<file path="config.mk">
export PLATFORM = sky130hd
export DESIGN_NAME = axi4_burst_mgr_flat
export DESIGN_NICKNAME = d
export VERILOG_FILES = /design/src/rtl/axi4_mgr_pkg.sv /design/src/rtl/axi4_bus_if.sv /design/src/rtl/axi4_burst_calc.sv /design/src/rtl/axi4_burst_mgr.sv /design/src/flat_wrapper.sv
export SDC_FILE = /design/constraint.sdc
export NUM_CORES = 1
export LEC_CHECK = 0
export CAP_MARGIN = 20
export CORE_AREA = 2 2 201 203
export DETAILED_ROUTE_END_ITERATION = 8
export DIE_AREA = 0 0 203 205
export PLACE_DENSITY = 0.64
export SLEW_MARGIN = 15
export SYNTH_ARGS = -nofsm -noshare
export SYNTH_HDL_FRONTEND = slang
export SYNTH_SLANG_ARGS = --single-unit
</file>
<file path="constraint.sdc">
create_clock -name clk_i -period 3.5 [get_ports clk_i]
set_clock_uncertainty 0.2 [all_clocks]
set_input_delay 0.7 -clock clk_i [delete_from_list [all_inputs] [get_ports clk_i]]
set_output_delay 0.7 -clock clk_i [all_outputs]
set_load 0.005 [all_outputs]
</file>
<file path="src/rtl/axi4_mgr_pkg.sv">
// Shared types and constants for the AXI4 burst manager and its bus interface.
package axi4_mgr_pkg;

    localparam int BOUNDARY_4K  = 4096;
    localparam int AXI_ID_WIDTH = 4;

    typedef enum logic [1:0] {
        BURST_FIXED = 2'b00,
        BURST_INCR  = 2'b01,
        BURST_WRAP  = 2'b10
    } axi_burst_t;

    typedef enum logic [1:0] {
        RESP_OKAY   = 2'b00,
        RESP_EXOKAY = 2'b01,
        RESP_SLVERR = 2'b10,
        RESP_DECERR = 2'b11
    } axi_resp_t;

    typedef enum logic [2:0] {
        W_IDLE,
        W_CALC,
        W_AW,
        W_DATA,
        W_B
    } wr_state_t;

    typedef enum logic [1:0] {
        R_IDLE,
        R_CALC,
        R_AR,
        R_DATA
    } rd_state_t;

endpackage

</file>
<file path="src/rtl/axi4_bus_if.sv">
// AXI4 bus bundle with manager and subordinate views.
interface axi4_bus_if #(
    parameter int ADDR_WIDTH = 32,
    parameter int DATA_WIDTH = 64,
    parameter int ID_WIDTH   = axi4_mgr_pkg::AXI_ID_WIDTH
);
    logic [ID_WIDTH-1:0]     aw_id;
    logic [ADDR_WIDTH-1:0]   aw_addr;
    logic [7:0]              aw_len;
    logic [2:0]              aw_size;
    logic [1:0]              aw_burst;
    logic                    aw_lock;
    logic [3:0]              aw_cache;
    logic [2:0]              aw_prot;
    logic [3:0]              aw_qos;
    logic                    aw_valid;
    logic                    aw_ready;
    logic [DATA_WIDTH-1:0]   w_data;
    logic [DATA_WIDTH/8-1:0] w_strb;
    logic                    w_last;
    logic                    w_valid;
    logic                    w_ready;
    logic [ID_WIDTH-1:0]     b_id;
    logic [1:0]              b_resp;
    logic                    b_valid;
    logic                    b_ready;
    logic [ID_WIDTH-1:0]     ar_id;
    logic [ADDR_WIDTH-1:0]   ar_addr;
    logic [7:0]              ar_len;
    logic [2:0]              ar_size;
    logic [1:0]              ar_burst;
    logic                    ar_lock;
    logic [3:0]              ar_cache;
    logic [2:0]              ar_prot;
    logic [3:0]              ar_qos;
    logic                    ar_valid;
    logic                    ar_ready;
    logic [ID_WIDTH-1:0]     r_id;
    logic [DATA_WIDTH-1:0]   r_data;
    logic [1:0]              r_resp;
    logic                    r_last;
    logic                    r_valid;
    logic                    r_ready;

    modport Manager (
        output aw_id, aw_addr, aw_len, aw_size, aw_burst, aw_lock, aw_cache, aw_prot, aw_qos, aw_valid,
        input  aw_ready,
        output w_data, w_strb, w_last, w_valid,
        input  w_ready,
        input  b_id, b_resp, b_valid,
        output b_ready,
        output ar_id, ar_addr, ar_len, ar_size, ar_burst, ar_lock, ar_cache, ar_prot, ar_qos, ar_valid,
        input  ar_ready,
        input  r_id, r_data, r_resp, r_last, r_valid,
        output r_ready
    );

    modport Subordinate (
        input  aw_id, aw_addr, aw_len, aw_size, aw_burst, aw_lock, aw_cache, aw_prot, aw_qos, aw_valid,
        output aw_ready,
        input  w_data, w_strb, w_last, w_valid,
        output w_ready,
        output b_id, b_resp, b_valid,
        input  b_ready,
        input  ar_id, ar_addr, ar_len, ar_size, ar_burst, ar_lock, ar_cache, ar_prot, ar_qos, ar_valid,
        output ar_ready,
        output r_id, r_data, r_resp, r_last, r_valid,
        input  r_ready
    );
endinterface

</file>
<file path="src/rtl/axi4_burst_calc.sv">
// Beats in the next burst: limited by words remaining, max burst length and the next 4 KiB boundary.
module axi4_burst_calc
    import axi4_mgr_pkg::*;
#(
    parameter int DCW           = 16,
    parameter int MAX_BURST_LEN = 256,
    parameter int SHIFT         = 3
) (
    input  logic [11:0]    addr_i,
    input  logic [DCW-1:0] remain_i,
    output logic [8:0]     len_o
);
    logic [12:0] to_4k_beats;
    logic [8:0]  cap;

    always_comb begin
        to_4k_beats = (13'(BOUNDARY_4K) - {1'b0, addr_i}) >> SHIFT;
        cap         = (to_4k_beats < 13'(MAX_BURST_LEN)) ? to_4k_beats[8:0] : 9'(MAX_BURST_LEN);
        len_o       = (32'(remain_i) < 32'(cap)) ? remain_i[8:0] : cap;
    end
endmodule

</file>
<file path="src/rtl/axi4_burst_mgr.sv">
// Block mover between write/read streams and AXI memory using INCR bursts, split at
// MAX_BURST_LEN beats and 4 KiB boundaries. Read and write FSMs run independently.
module axi4_burst_mgr
    import axi4_mgr_pkg::*;
#(
    parameter int AXI_ADDR_WIDTH   = 32,
    parameter int AXI_DATA_WIDTH   = 64,
    parameter int DATA_COUNT_WIDTH = 16,
    parameter int MAX_BURST_LEN    = 256,
    parameter int AXI_ID           = 0
) (
    input  logic                        clk_i,
    input  logic                        rstn_i,
    input  logic                        wr_req_i,
    input  logic [AXI_ADDR_WIDTH-1:0]   wr_addr_i,
    input  logic [DATA_COUNT_WIDTH-1:0] wr_count_i,
    input  logic [AXI_DATA_WIDTH-1:0]   wr_data_i,
    input  logic                        wr_valid_i,
    output logic                        wr_ready_o,
    output logic                        wr_busy_o,
    output logic                        wr_done_o,
    output logic [1:0]                  wr_err_o,
    input  logic                        rd_req_i,
    input  logic [AXI_ADDR_WIDTH-1:0]   rd_addr_i,
    input  logic [DATA_COUNT_WIDTH-1:0] rd_count_i,
    output logic [AXI_DATA_WIDTH-1:0]   rd_data_o,
    output logic                        rd_valid_o,
    input  logic                        rd_ready_i,
    output logic                        rd_busy_o,
    output logic                        rd_done_o,
    output logic [1:0]                  rd_err_o,
    axi4_bus_if.Manager                 axi_mgr_if
);
    localparam int AW    = AXI_ADDR_WIDTH;
    localparam int DCW   = DATA_COUNT_WIDTH;
    localparam int BYTES = AXI_DATA_WIDTH / 8;
    localparam int SHIFT = $clog2(BYTES);
    localparam logic [AW-1:0] ALIGN_MASK = ~AW'(BYTES - 1);

    wr_state_t      w_state_q, w_state_d;
    logic [AW-1:0]  w_addr_q, w_addr_d;
    logic [DCW-1:0] w_remain_q, w_remain_d;
    logic [8:0]     w_len_q, w_len_d, w_beat_q, w_beat_d, w_len_calc;
    logic           w_done_q, w_done_d, w_last;
    logic [1:0]     w_err_q, w_err_d;

    rd_state_t      r_state_q, r_state_d;
    logic [AW-1:0]  r_addr_q, r_addr_d;
    logic [DCW-1:0] r_remain_q, r_remain_d, r_remain_after;
    logic [8:0]     r_len_q, r_len_d, r_beat_q, r_beat_d, r_len_calc;
    logic           r_done_q, r_done_d, r_last_beat;
    logic [1:0]     r_err_q, r_err_d;

    axi4_burst_calc #(.DCW(DCW), .MAX_BURST_LEN(MAX_BURST_LEN), .SHIFT(SHIFT)) u_wr_calc (
        .addr_i(w_addr_q[11:0]), .remain_i(w_remain_q), .len_o(w_len_calc)
    );
    axi4_burst_calc #(.DCW(DCW), .MAX_BURST_LEN(MAX_BURST_LEN), .SHIFT(SHIFT)) u_rd_calc (
        .addr_i(r_addr_q[11:0]), .remain_i(r_remain_q), .len_o(r_len_calc)
    );

    assign w_last = (w_beat_q == w_len_q - 9'd1);

    always_comb begin
        w_state_d  = w_state_q;
        w_addr_d   = w_addr_q;
        w_remain_d = w_remain_q;
        w_len_d    = w_len_q;
        w_beat_d   = w_beat_q;
        w_err_d    = w_err_q;
        w_done_d   = 1'b0;
        case (w_state_q)
            W_IDLE: if (wr_req_i) begin
                w_err_d = RESP_OKAY;
                if (wr_count_i != '0) begin
                    w_addr_d   = wr_addr_i & ALIGN_MASK;
                    w_remain_d = wr_count_i;
                    w_state_d  = W_CALC;
                end else begin
                    w_done_d = 1'b1;
                end
            end
            W_CALC: begin
                w_len_d   = w_len_calc;
                w_beat_d  = '0;
                w_state_d = W_AW;
            end
            W_AW: if (axi_mgr_if.aw_ready) w_state_d = W_DATA;
            W_DATA: if (wr_valid_i && axi_mgr_if.w_ready) begin
                w_beat_d = w_beat_q + 9'd1;
                if (w_last) begin
                    w_addr_d   = w_addr_q + (AW'(w_len_q) << SHIFT);
                    w_remain_d = w_remain_q - DCW'(w_len_q);
                    w_state_d  = W_B;
                end
            end
            W_B: if (axi_mgr_if.b_valid) begin
                if (axi_mgr_if.b_resp != RESP_OKAY) w_err_d = axi_mgr_if.b_resp;
                if (w_remain_q != '0) begin
                    w_state_d = W_CALC;
                end else begin
                    w_state_d = W_IDLE;
                    w_done_d  = 1'b1;
                end
            end
            default: w_state_d = W_IDLE;
        endcase
    end

    assign r_last_beat    = (r_beat_q == r_len_q - 9'd1);
    assign r_remain_after = r_remain_q - DCW'(r_len_q);

    always_comb begin
        r_state_d  = r_state_q;
        r_addr_d   = r_addr_q;
        r_remain_d = r_remain_q;
        r_len_d    = r_len_q;
        r_beat_d   = r_beat_q;
        r_err_d    = r_err_q;
        r_done_d   = 1'b0;
        case (r_state_q)
            R_IDLE: if (rd_req_i) begin
                r_err_d = RESP_OKAY;
                if (rd_count_i != '0) begin
                    r_addr_d   = rd_addr_i & ALIGN_MASK;
                    r_remain_d = rd_count_i;
                    r_state_d  = R_CALC;
                end else begin
                    r_done_d = 1'b1;
                end
            end
            R_CALC: begin
                r_len_d   = r_len_calc;
                r_beat_d  = '0;
                r_state_d = R_AR;
            end
            R_AR: if (axi_mgr_if.ar_ready) r_state_d = R_DATA;
            R_DATA: if (axi_mgr_if.r_valid && rd_ready_i) begin
                if (axi_mgr_if.r_resp != RESP_OKAY) r_err_d = axi_mgr_if.r_resp;
                // A premature r_last is flagged but the burst still runs to its own length.
                if (axi_mgr_if.r_last && !r_last_beat) r_err_d = RESP_SLVERR;
                r_beat_d = r_beat_q + 9'd1;
                if (r_last_beat) begin
                    r_addr_d   = r_addr_q + (AW'(r_len_q) << SHIFT);
                    r_remain_d = r_remain_after;
                    if (r_remain_after != '0) begin
                        r_state_d = R_CALC;
                    end else begin
                        r_state_d = R_IDLE;
                        r_done_d  = 1'b1;
                    end
                end
            end
            default: r_state_d = R_IDLE;
        endcase
    end

    always_ff @(posedge clk_i or negedge rstn_i) begin
        if (!rstn_i) begin
            w_state_q  <= W_IDLE;
            w_addr_q   <= '0;
            w_remain_q <= '0;
            w_len_q    <= '0;
            w_beat_q   <= '0;
            w_done_q   <= 1'b0;
            w_err_q    <= '0;
            r_state_q  <= R_IDLE;
            r_addr_q   <= '0;
            r_remain_q <= '0;
            r_len_q    <= '0;
            r_beat_q   <= '0;
            r_done_q   <= 1'b0;
            r_err_q    <= '0;
        end else begin
            w_state_q  <= w_state_d;
            w_addr_q   <= w_addr_d;
            w_remain_q <= w_remain_d;
            w_len_q    <= w_len_d;
            w_beat_q   <= w_beat_d;
            w_done_q   <= w_done_d;
            w_err_q    <= w_err_d;
            r_state_q  <= r_state_d;
            r_addr_q   <= r_addr_d;
            r_remain_q <= r_remain_d;
            r_len_q    <= r_len_d;
            r_beat_q   <= r_beat_d;
            r_done_q   <= r_done_d;
            r_err_q    <= r_err_d;
        end
    end

    assign wr_ready_o = (w_state_q == W_DATA) && axi_mgr_if.w_ready;
    assign wr_busy_o  = (w_state_q != W_IDLE);
    assign wr_done_o  = w_done_q;
    assign wr_err_o   = w_err_q;
    assign rd_data_o  = (r_state_q == R_DATA) ? axi_mgr_if.r_data : '0;
    assign rd_valid_o = (r_state_q == R_DATA) && axi_mgr_if.r_valid;
    assign rd_busy_o  = (r_state_q != R_IDLE);
    assign rd_done_o  = r_done_q;
    assign rd_err_o   = r_err_q;

    assign axi_mgr_if.aw_id    = AXI_ID_WIDTH'(AXI_ID);
    assign axi_mgr_if.aw_addr  = w_addr_q;
    assign axi_mgr_if.aw_len   = 8'(w_len_q - 9'd1);
    assign axi_mgr_if.aw_size  = 3'(SHIFT);
    assign axi_mgr_if.aw_burst = BURST_INCR;
    assign axi_mgr_if.aw_lock  = 1'b0;
    assign axi_mgr_if.aw_cache = '0;
    assign axi_mgr_if.aw_prot  = '0;
    assign axi_mgr_if.aw_qos   = '0;
    assign axi_mgr_if.aw_valid = (w_state_q == W_AW);
    assign axi_mgr_if.w_data   = wr_data_i;
    assign axi_mgr_if.w_strb   = '1;
    assign axi_mgr_if.w_last   = (w_state_q == W_DATA) && w_last;
    assign axi_mgr_if.w_valid  = (w_state_q == W_DATA) && wr_valid_i;
    assign axi_mgr_if.b_ready  = (w_state_q == W_B);

    assign axi_mgr_if.ar_id    = AXI_ID_WIDTH'(AXI_ID);
    assign axi_mgr_if.ar_addr  = r_addr_q;
    assign axi_mgr_if.ar_len   = 8'(r_len_q - 9'd1);
    assign axi_mgr_if.ar_size  = 3'(SHIFT);
    assign axi_mgr_if.ar_burst = BURST_INCR;
    assign axi_mgr_if.ar_lock  = 1'b0;
    assign axi_mgr_if.ar_cache = '0;
    assign axi_mgr_if.ar_prot  = '0;
    assign axi_mgr_if.ar_qos   = '0;
    assign axi_mgr_if.ar_valid = (r_state_q == R_AR);
    assign axi_mgr_if.r_ready  = (r_state_q == R_DATA) && rd_ready_i;
endmodule
</file>
<file path="src/flat_wrapper.sv">
// flat-port wrapper written by rule: the top's interface ports become plain ports
module axi4_burst_mgr_flat import axi4_mgr_pkg::*;
#(
    parameter int AXI_ADDR_WIDTH   = 32,
    parameter int AXI_DATA_WIDTH   = 64,
    parameter int DATA_COUNT_WIDTH = 16,
    parameter int MAX_BURST_LEN    = 256,
    parameter int AXI_ID           = 0
)
  (clk_i, rstn_i, wr_req_i, wr_addr_i, wr_count_i, wr_data_i, wr_valid_i, wr_ready_o, wr_busy_o, wr_done_o, wr_err_o, rd_req_i, rd_addr_i, rd_count_i, rd_data_o, rd_valid_o, rd_ready_i, rd_busy_o, rd_done_o, rd_err_o, axi_mgr_if_aw_id, axi_mgr_if_aw_addr, axi_mgr_if_aw_len, axi_mgr_if_aw_size, axi_mgr_if_aw_burst, axi_mgr_if_aw_lock, axi_mgr_if_aw_cache, axi_mgr_if_aw_prot, axi_mgr_if_aw_qos, axi_mgr_if_aw_valid, axi_mgr_if_aw_ready, axi_mgr_if_w_data, axi_mgr_if_w_strb, axi_mgr_if_w_last, axi_mgr_if_w_valid, axi_mgr_if_w_ready, axi_mgr_if_b_id, axi_mgr_if_b_resp, axi_mgr_if_b_valid, axi_mgr_if_b_ready, axi_mgr_if_ar_id, axi_mgr_if_ar_addr, axi_mgr_if_ar_len, axi_mgr_if_ar_size, axi_mgr_if_ar_burst, axi_mgr_if_ar_lock, axi_mgr_if_ar_cache, axi_mgr_if_ar_prot, axi_mgr_if_ar_qos, axi_mgr_if_ar_valid, axi_mgr_if_ar_ready, axi_mgr_if_r_id, axi_mgr_if_r_data, axi_mgr_if_r_resp, axi_mgr_if_r_last, axi_mgr_if_r_valid, axi_mgr_if_r_ready);
  axi4_bus_if axi_mgr_if_i ();
  input  logic clk_i;
  input  logic rstn_i;
  input  logic wr_req_i;
  input  logic [AXI_ADDR_WIDTH-1:0] wr_addr_i;
  input  logic [DATA_COUNT_WIDTH-1:0] wr_count_i;
  input  logic [AXI_DATA_WIDTH-1:0] wr_data_i;
  input  logic wr_valid_i;
  output logic wr_ready_o;
  output logic wr_busy_o;
  output logic wr_done_o;
  output logic [1:0] wr_err_o;
  input  logic rd_req_i;
  input  logic [AXI_ADDR_WIDTH-1:0] rd_addr_i;
  input  logic [DATA_COUNT_WIDTH-1:0] rd_count_i;
  output logic [AXI_DATA_WIDTH-1:0] rd_data_o;
  output logic rd_valid_o;
  input  logic rd_ready_i;
  output logic rd_busy_o;
  output logic rd_done_o;
  output logic [1:0] rd_err_o;
  output wire logic [$bits(axi_mgr_if_i.aw_id)-1:0] axi_mgr_if_aw_id;
  output wire logic [$bits(axi_mgr_if_i.aw_addr)-1:0] axi_mgr_if_aw_addr;
  output wire logic [$bits(axi_mgr_if_i.aw_len)-1:0] axi_mgr_if_aw_len;
  output wire logic [$bits(axi_mgr_if_i.aw_size)-1:0] axi_mgr_if_aw_size;
  output wire logic [$bits(axi_mgr_if_i.aw_burst)-1:0] axi_mgr_if_aw_burst;
  output wire logic [$bits(axi_mgr_if_i.aw_lock)-1:0] axi_mgr_if_aw_lock;
  output wire logic [$bits(axi_mgr_if_i.aw_cache)-1:0] axi_mgr_if_aw_cache;
  output wire logic [$bits(axi_mgr_if_i.aw_prot)-1:0] axi_mgr_if_aw_prot;
  output wire logic [$bits(axi_mgr_if_i.aw_qos)-1:0] axi_mgr_if_aw_qos;
  output wire logic [$bits(axi_mgr_if_i.aw_valid)-1:0] axi_mgr_if_aw_valid;
  input wire logic [$bits(axi_mgr_if_i.aw_ready)-1:0] axi_mgr_if_aw_ready;
  output wire logic [$bits(axi_mgr_if_i.w_data)-1:0] axi_mgr_if_w_data;
  output wire logic [$bits(axi_mgr_if_i.w_strb)-1:0] axi_mgr_if_w_strb;
  output wire logic [$bits(axi_mgr_if_i.w_last)-1:0] axi_mgr_if_w_last;
  output wire logic [$bits(axi_mgr_if_i.w_valid)-1:0] axi_mgr_if_w_valid;
  input wire logic [$bits(axi_mgr_if_i.w_ready)-1:0] axi_mgr_if_w_ready;
  input wire logic [$bits(axi_mgr_if_i.b_id)-1:0] axi_mgr_if_b_id;
  input wire logic [$bits(axi_mgr_if_i.b_resp)-1:0] axi_mgr_if_b_resp;
  input wire logic [$bits(axi_mgr_if_i.b_valid)-1:0] axi_mgr_if_b_valid;
  output wire logic [$bits(axi_mgr_if_i.b_ready)-1:0] axi_mgr_if_b_ready;
  output wire logic [$bits(axi_mgr_if_i.ar_id)-1:0] axi_mgr_if_ar_id;
  output wire logic [$bits(axi_mgr_if_i.ar_addr)-1:0] axi_mgr_if_ar_addr;
  output wire logic [$bits(axi_mgr_if_i.ar_len)-1:0] axi_mgr_if_ar_len;
  output wire logic [$bits(axi_mgr_if_i.ar_size)-1:0] axi_mgr_if_ar_size;
  output wire logic [$bits(axi_mgr_if_i.ar_burst)-1:0] axi_mgr_if_ar_burst;
  output wire logic [$bits(axi_mgr_if_i.ar_lock)-1:0] axi_mgr_if_ar_lock;
  output wire logic [$bits(axi_mgr_if_i.ar_cache)-1:0] axi_mgr_if_ar_cache;
  output wire logic [$bits(axi_mgr_if_i.ar_prot)-1:0] axi_mgr_if_ar_prot;
  output wire logic [$bits(axi_mgr_if_i.ar_qos)-1:0] axi_mgr_if_ar_qos;
  output wire logic [$bits(axi_mgr_if_i.ar_valid)-1:0] axi_mgr_if_ar_valid;
  input wire logic [$bits(axi_mgr_if_i.ar_ready)-1:0] axi_mgr_if_ar_ready;
  input wire logic [$bits(axi_mgr_if_i.r_id)-1:0] axi_mgr_if_r_id;
  input wire logic [$bits(axi_mgr_if_i.r_data)-1:0] axi_mgr_if_r_data;
  input wire logic [$bits(axi_mgr_if_i.r_resp)-1:0] axi_mgr_if_r_resp;
  input wire logic [$bits(axi_mgr_if_i.r_last)-1:0] axi_mgr_if_r_last;
  input wire logic [$bits(axi_mgr_if_i.r_valid)-1:0] axi_mgr_if_r_valid;
  output wire logic [$bits(axi_mgr_if_i.r_ready)-1:0] axi_mgr_if_r_ready;
  assign axi_mgr_if_aw_id = axi_mgr_if_i.aw_id;
  assign axi_mgr_if_aw_addr = axi_mgr_if_i.aw_addr;
  assign axi_mgr_if_aw_len = axi_mgr_if_i.aw_len;
  assign axi_mgr_if_aw_size = axi_mgr_if_i.aw_size;
  assign axi_mgr_if_aw_burst = axi_mgr_if_i.aw_burst;
  assign axi_mgr_if_aw_lock = axi_mgr_if_i.aw_lock;
  assign axi_mgr_if_aw_cache = axi_mgr_if_i.aw_cache;
  assign axi_mgr_if_aw_prot = axi_mgr_if_i.aw_prot;
  assign axi_mgr_if_aw_qos = axi_mgr_if_i.aw_qos;
  assign axi_mgr_if_aw_valid = axi_mgr_if_i.aw_valid;
  assign axi_mgr_if_i.aw_ready = axi_mgr_if_aw_ready;
  assign axi_mgr_if_w_data = axi_mgr_if_i.w_data;
  assign axi_mgr_if_w_strb = axi_mgr_if_i.w_strb;
  assign axi_mgr_if_w_last = axi_mgr_if_i.w_last;
  assign axi_mgr_if_w_valid = axi_mgr_if_i.w_valid;
  assign axi_mgr_if_i.w_ready = axi_mgr_if_w_ready;
  assign axi_mgr_if_i.b_id = axi_mgr_if_b_id;
  assign axi_mgr_if_i.b_resp = axi_mgr_if_b_resp;
  assign axi_mgr_if_i.b_valid = axi_mgr_if_b_valid;
  assign axi_mgr_if_b_ready = axi_mgr_if_i.b_ready;
  assign axi_mgr_if_ar_id = axi_mgr_if_i.ar_id;
  assign axi_mgr_if_ar_addr = axi_mgr_if_i.ar_addr;
  assign axi_mgr_if_ar_len = axi_mgr_if_i.ar_len;
  assign axi_mgr_if_ar_size = axi_mgr_if_i.ar_size;
  assign axi_mgr_if_ar_burst = axi_mgr_if_i.ar_burst;
  assign axi_mgr_if_ar_lock = axi_mgr_if_i.ar_lock;
  assign axi_mgr_if_ar_cache = axi_mgr_if_i.ar_cache;
  assign axi_mgr_if_ar_prot = axi_mgr_if_i.ar_prot;
  assign axi_mgr_if_ar_qos = axi_mgr_if_i.ar_qos;
  assign axi_mgr_if_ar_valid = axi_mgr_if_i.ar_valid;
  assign axi_mgr_if_i.ar_ready = axi_mgr_if_ar_ready;
  assign axi_mgr_if_i.r_id = axi_mgr_if_r_id;
  assign axi_mgr_if_i.r_data = axi_mgr_if_r_data;
  assign axi_mgr_if_i.r_resp = axi_mgr_if_r_resp;
  assign axi_mgr_if_i.r_last = axi_mgr_if_r_last;
  assign axi_mgr_if_i.r_valid = axi_mgr_if_r_valid;
  assign axi_mgr_if_r_ready = axi_mgr_if_i.r_ready;
  axi4_burst_mgr #(.AXI_ADDR_WIDTH(AXI_ADDR_WIDTH), .AXI_DATA_WIDTH(AXI_DATA_WIDTH), .DATA_COUNT_WIDTH(DATA_COUNT_WIDTH), .MAX_BURST_LEN(MAX_BURST_LEN), .AXI_ID(AXI_ID)) u_core (.clk_i(clk_i), .rstn_i(rstn_i), .wr_req_i(wr_req_i), .wr_addr_i(wr_addr_i), .wr_count_i(wr_count_i), .wr_data_i(wr_data_i), .wr_valid_i(wr_valid_i), .wr_ready_o(wr_ready_o), .wr_busy_o(wr_busy_o), .wr_done_o(wr_done_o), .wr_err_o(wr_err_o), .rd_req_i(rd_req_i), .rd_addr_i(rd_addr_i), .rd_count_i(rd_count_i), .rd_data_o(rd_data_o), .rd_valid_o(rd_valid_o), .rd_ready_i(rd_ready_i), .rd_busy_o(rd_busy_o), .rd_done_o(rd_done_o), .rd_err_o(rd_err_o), .axi_mgr_if(axi_mgr_if_i));
endmodule
</file>
==> impl_metrics.yaml <==
outcome:
  status: "completed"
sta:
  maxSlewViolCount: 0
  clock.fmax_mhz: 294.3
  worstMarginPinSlew_ns: 0.7513
  hold_slack_ns: 0.09960
  finalSetupViolations: 0
  setup_slack_ns: 0.1023
  finalCriticalPeriod_ns: 3.398
  finalHoldViolCount: 0
  min_period_over_period_pct: 97.08
  relSlewSlack_pct: 49.92
global_route:
  antenna_found_initial: 0
  gr-total-overflow: 0
  grt_pass1_wl_mm: 64.34
  grt_pass1_vias: 11660
  grt_max_degree: 75
  grt.total_usage_pct: 19.59
yosys:
  yosysWarnings: 0
  synth_edf_count: 0
  yosys.area.top_type: "dfrtp_1"
  synth.distinct_cells: 74
  synth_area_leaders: "dfrtp_1 (29%), buf_4 (7.5%), ha_1 (6.7%)"
  syn_inst: 1488
  seq_area_frac_synth_pct: 28.69
  syn_area_um2: 11950
  postSynthRegisterBits: 137
  synth_area_per_cell_um2: 8.032
  ys_async_sr_fraction_pct: 100.0
  synth_top_area_share_pct: 28.69
  synth_ff_type: "dfrtp_1"
clock_tree:
  h-tree-depth: 4
  clockRootBuffer: "clkbuf_16"
  cts_buffers: 17
  hold_buffers: 0
  clk_latency_ns: 0.43
  clkTransAtPathRegs_ns: 0.07
  cts_tree: "done"
  cts_sinks: 137
  clockBufferDepth: 2
power:
  p_per_area_nw_per_um2: 955.9
  ir_worst_vdd_mv: 0.3978
  p_leak_nw: 6.778
routing:
  drc_errors: 0
  routed_wirelength_mm: 42.22
  wl_per_cell_um: 18.14
  vias_per_cell: 5.148
  drtPass1Iterations: 5
  drt.antenna.violating_nets: 0
  drt_first_iter_violations: 712
  num_vias: 11980
setup_path:
  reg2reg_depth: 12
  worstPathCellList: "nor3_1 > nand2_2 > or4_4 > nand2_4 > nand2_1 > ha_1 > nand3_2 > nor2_2 > o2111ai_4 > o21ai_2 > mux2_2 > o21ai_0"
  crit_start: "u_core.axi_mgr_if.aw_addr[9]$_DFFE_PN0P_"
  cp.required_ns: 3.64
  cp-start-kind: "register"
  critPathSlowestCell: "or4_4"
  path_max_fanout: 7
  reg2reg_from: "u_core.axi_mgr_if.aw_addr[9]$_DFFE_PN0P_"
  worstSetupPathType: "reg2reg"
  end_kind: "register"
  slowest_delay_ns: 0.50
  arrival_ns: 3.54
place:
  place.detailed.hpwl_mm: 32.78
  port_buffers: 323
  gp_congestion: 0.9084
  place_ws_ns: -0.2453
final_layout:
  diodes: 0
  nets: 2106
  syn_to_final_growth_pct: 37.34
  layout-drive-gt1-share_pct: 10.27
floorplan:
  core_area_um2: 39370
  io_pins: 522
  initial_core_util_pct: 30.36
  die_w_um: 203
  rows: 73
  dieHeight_um: 205
  die_area_um2: 41620
flow_run:
  drv_cap: 0
hold_path:
  hold_path_class: "in2async"
-- cell type report --
class                      count  area (um^2)
clock buffer                  18        439.2
clock inverter                13        177.7
fill                        3893        22950
inverter                      65        244.0
multi-input combinational   1157         7537
sequential                   137         3430
tap                          525        656.9
timing repair buffer         412         3930
-- critical path: cells and delay by family, from the launching register on --
kind,cells,cell delay [ns]
and+or+nand+nor,7,1.49
adders and majority gates,1,0.30
muxes,1,0.37
DFF,1,0.38
AOI/OAI and AO/OA,3,0.56
-- Yosys cell counts, drive strengths merged (19+ instances only) --
cell    number
a21oi       94
o22ai       24
nand3       40
or3         20
xnor2       34
and3        19
nand4       21
nor4        20
nor3        46
mux2i       26
ha          64
xor2        22
and2        70
inv         65
o21ai      111
clkbuf      44
nand2      157
o21a        20
dfrtp      137
buf        140
nor2        98
-- state kept, by name, summed over array words and instances (netlist names), 9 cells and up --
signal,flops
u_core.axi_mgr_if.ar_addr,29
u_core.axi_mgr_if.aw_addr,29
u_core.r_remain_q,16
u_core.w_remain_q,16
u_core.r_beat_q,9
u_core.r_len_q,9
u_core.w_beat_q,9
u_core.w_len_q,9
-- metrics by stage --
step	TNS (ns)	power (mW)	instance area (um^2)	std cells	utilization, %
CTS	0	15.48	16310	2326	41.44
global route	-0.02999	16.96	16410	2327	41.70
finish	0	15.69	16410	2327	41.70
detailed placement	-4.788	13.32	15590	2289	39.61
global placement	-2.555	13.10	15590	2289	39.61
floorplan	0	9.243	12230	1542	-
-- metal layers --
layer	up-vias	track usage, %	wire length [um]
met5	-	0	0
met2	485	32.22	19980
met1	5688	25.81	18280
li1	5751	-	-
met4	0	5.448	858
met3	56	4.375	3105
-- layout by cell type (no fill, tap or decap), drive strengths merged, types with 16 or more instances in the layout --
master,count
o22ai,24
nor2b,18
nor2,98
nor3,46
nand4,21
mux2i,26
nor4,20
xor2,22
and3,19
o21ai,112
or3,20
a31oi,16
clkdlybuf4s50,319
a21oi,94
clkbuf,18
xnor2,34
and2,70
nand2,157
conb,56
buf,91
nand3,40
dfrtp,137
o21a,20
inv,65
ha,64
-- worst paths after layout --
path,to,slack (ns)
max in group asynchronous,u_core.axi_mgr_if.ar_addr[12]$_DFFE_PN0P_,2.23
setup reg to reg,u_core.w_len_q[4]$_DFFE_PN0P_,0.10
min in group clk_i,u_core.r_beat_q[8]$_DFFE_PN0P_,0.32
hold reg to reg,u_core.r_beat_q[8]$_DFFE_PN0P_,0.32
hold / removal,u_core.w_remain_q[12]$_DFFE_PN0P_,0.1
setup / recovery,u_core.w_len_q[4]$_DFFE_PN0P_,0.10
-- what timing repair did --
| item | 4_1_cts | 5_1_grt |
|---|---|---|
| resized for setup | 13 | 22 |
| endpoints found under the setup margin | 5 | 35 |
| cloned | 0 | 1 |
| buffers inserted | 6 | 1 |
| pin swaps | 6 | 8 |
-- cells by family after synthesis --
kind of cell / count (synthesis) / synth area share (%)
buffers and inverters: 249 / 11.88
and+or+nand+nor: 548 / 22.99
xor gates and xnor gates: 63 / 5.423
adders and majority gates: 68 / 7.370
muxes: 35 / 3.026
AOI/OAI and AO/OA: 386 / 20.56
DFF: 137 / 28.69
other: 2 / 0.06284
-- report_power, final --
part / internal (mW) / switching [mW] / total (mW)
Sequential: 2.28 / 1.00 / 3.28
Clock: 1.20 / 0.758 / 1.96
Combinational: 4.95 / 5.49 / 10.4
No activity file was read; power rests on OpenSTA's default activity.
==> RTL change (same settings) <==
Register the output `wr_err_o` once more, with the module's reset; this adds one clock of latency there. The other outputs are not delayed to match.
--- a/src/rtl/axi4_burst_mgr.sv
+++ b/src/rtl/axi4_burst_mgr.sv
@@ -191,7 +191,13 @@
     assign wr_ready_o = (w_state_q == W_DATA) && axi_mgr_if.w_ready;
     assign wr_busy_o  = (w_state_q != W_IDLE);
     assign wr_done_o  = w_done_q;
-    assign wr_err_o   = w_err_q;
+    always_ff @(posedge clk_i or negedge rstn_i) begin
+        if (!rstn_i) begin
+            wr_err_o <= '0;
+        end else begin
+            wr_err_o <= w_err_q;
+        end
+    end
     assign rd_data_o  = (r_state_q == R_DATA) ? axi_mgr_if.r_data : '0;
     assign rd_valid_o = (r_state_q == R_DATA) && axi_mgr_if.r_valid;
     assign rd_busy_o  = (r_state_q != R_IDLE);
Function: no difference found for any inputs over 4 cycles, from zero or initial values and one cycle with rstn_i low; that may be too few to reach the edited logic, so the function may still have changed.
==> RTL change against the unedited design <==
The flow now finishes with violations (negative setup slack). Critical path type unchanged. Sequential cell count rose by 2. Synthesized area fell by 0.25%. Total power up 4.9%. Routed wire length increased by 8.5%. Setup slack got worse by 0.15 ns. Final area up 4.8%.
==> RTL change: results (changes against the unedited design) <==
| Metric | Value |
|---|---|
| CTS Buf Count | `17 (unchanged)` |
| Ys Warns | `0 (unchanged)` |
| Pin count of the biggest net entering global routing | `80 (was 75)` |
| Top cells by count, synth | `nand2_1 (147), dfrtp_1 (139), buf_4 (120), nor2_1 (106), o21ai_0 (102) (was nand2_1 (156), dfrtp_1 (137), buf_4 (120), o21ai_0 (105), nor2_1 (98))` |
| Leak Pwr | `7.19 nW (was 6.78 nW)` |
| Sequential share of the synthesized area | `29.2% (was 28.7%)` |
| Total track usage | `21.2% (was 19.6%)` |
| Vias/cell | `5.17 (was 5.15)` |
| Clk Latency, worst-skew pair | `0.44 ns` |
| Worst setup margin | `-0.0433 ns (was 0.102 ns)` |
| Count leader, synth | `nand2_1 (unchanged)` |
| Critical path arrival | `3.67 ns (was 3.54 ns)` |
| Predominant post-synthesis flop cell | `dfrtp_1 (unchanged)` |
| Clk root buf | `clkbuf_16 (unchanged)` |
| Vias in the first global route | `12.1k (was 11.7k)` |
| Post-synth cell types | `78 (was 74)` |
| Antenna violations before repair | `3 (was 0)` |
| Starting DRT DRC Count | `853 (was 712)` |
| Slew of the pin with the lowest slew margin | `0.632 ns (was 0.751 ns)` |
| Worst-path fanout max | `5 (was 7)` |
| Post-route setup TNS | `-0.158 ns (was 0 ns)` |
| Drt first pass iters | `8 (was 5)` |
| Final setup vio count | `6 (was 0)` |
| Violations in the final reports | `negative setup slack` |
| Input/output buffers | `323 (unchanged)` |
| Post-synth ARST share | `100% (unchanged)` |
| Clock transition at the registers of the reported paths | `about 0.060 ns` |
| RePlAce Congestion | `0.917 (was 0.908)` |
| Status | `complete, but fails checks (was complete, no violations)` |
| Dpl hpwl | `35300 um (was 32800 um)` |
| Nets | `2164 (was 2106)` |
| Hold Crit Class | `in -> async (unchanged)` |
| Cells on worst reg2reg path | `17 (was 12)` |
| H-tree Lvls | `4 (unchanged)` |
| CTS max path bufs | `2 (unchanged)` |
| Worst setup endpoint | `u_core.w_len_q[6] (was u_core.w_len_q[4])` |
| Total routed wirelength | `45800 um (was 42200 um)` |
| Fillers | `3810 (was 3893)` |
| First-pass GRT wire length | `68200 um (was 64300 um)` |
| Layout cells sized above 1 | `15.2% (was 10.3%)` |
| Top post-synthesis cells by area | `dfrtp_1 (29%), buf_4 (7.6%), ha_1 (6.7%) (was dfrtp_1 (29%), buf_4 (7.5%), ha_1 (6.7%))` |
| Slowest cell delay on critical path | `0.39 ns (was 0.50 ns)` |
| Crit path from | `u_core.axi_mgr_if.aw_addr[4] (was u_core.axi_mgr_if.aw_addr[9])` |
| Switching power share of the total | `44.8% (was 46.2%)` |
| Critical path's slowest cell | `dfrtp_1 (was or4_4)` |
| Worst VDD drop | `0.347 mV (was 0.398 mV)` |
## RTL change: power by group through the flow
| stage | Sequential [mW] | Combinational [mW] | Clock (mW) |
|---|---|---|---|
| floorplan | 3.04 | 5.92 | 0 |
| global placement | 3.13 | 10.1 | 0 |
| detailed placement | 3.14 | 10.3 | 0 |
| CTS | 3.13 | 10.7 | 1.97 |
| global route | 3.28 | 12.4 | 2.04 |
| finish | 3.19 | 11.3 | 1.93 |
## RTL change: stage by stage
step                      hold WS, ns  setup WS, ns  power (mW)  cell area (sq um)  instances
after global placement          0.184        -0.241        13.2              15900       2314
after detailed placement        0.165        -0.250        13.4              15900       2314
after CTS                      0.0370        -0.108        15.8              16800       2370
final                         0.00845       -0.0433        16.5              17200       2388
after floorplan                 0.148       0.00728        8.96              12200       1536
after global routing           0.0436        -0.227        17.7              17200       2388
## RTL change: cell type report
class	instances	share of cell area [%]
repair buffers	481	26.5
clock buffers	23	2.95
multi-input cells	1144	44.4
inverters	65	1.42
clock inverters	8	0.618
flip-flops and latches	139	20.3
diodes	3	0.0436
well taps	525	3.82
## RTL change: critical path: cells and delay by family (launching register included)
family,cells,cell delay [ns]
AOI/OAI and AO/OA,3,0.54
adders and majority gates,2,0.33
and+or+nand+nor,6,1.00
DFF,1,0.39
buffers and inverters,4,0.57
muxes,2,0.38
## RTL change: cell families (layout without fill, tap and decap cells)
group,count (synthesis),after routing,synth area share (%)
other,2,59,0.0630
buffers and inverters,253,577,11.9
xor gates and xnor gates,72,72,5.64
and+or+nand+nor,535,535,22.6
DFF,139,139,29.2
AOI/OAI and AO/OA,388,388,21.0
muxes,25,25,2.16
adders and majority gates,68,68,7.39
## RTL change: layer usage
layer  up-vias  global-route usage [%]  wire length [um]
li1       5860                       -                 -
met3       107                    4.77              3080
met4         0                    10.5              2020
met5         -                       0                 0
met1      5809                    24.0             17800
met2       569                    37.5             23000
## RTL change: what timing repair did
item,4_1_cts,5_1_grt
endpoints found under the hold margin,0,0
setup buffers,25,15
cloned,0,2
endpoints found under the setup margin,23,26
resized for setup,26,54
pin swaps,16,30
## RTL change: worst min-delay path by stage
| stage | from | end | cells after the start |
|---|---|---|---|
| after detailed placement | u_core.w_err_q[0] | u_core.wr_err_o[0] | 0 |
| after global placement | u_core.w_err_q[0] | u_core.wr_err_o[0] | 0 |
| after CTS | rstn_i | u_core.w_len_q[7] | 1 |
| final | rstn_i | u_core.w_len_q[5] | 1 |
| after floorplan | u_core.w_err_q[0] | u_core.wr_err_o[0] | 0 |
| after global routing | rstn_i | u_core.w_len_q[7] | 1 |
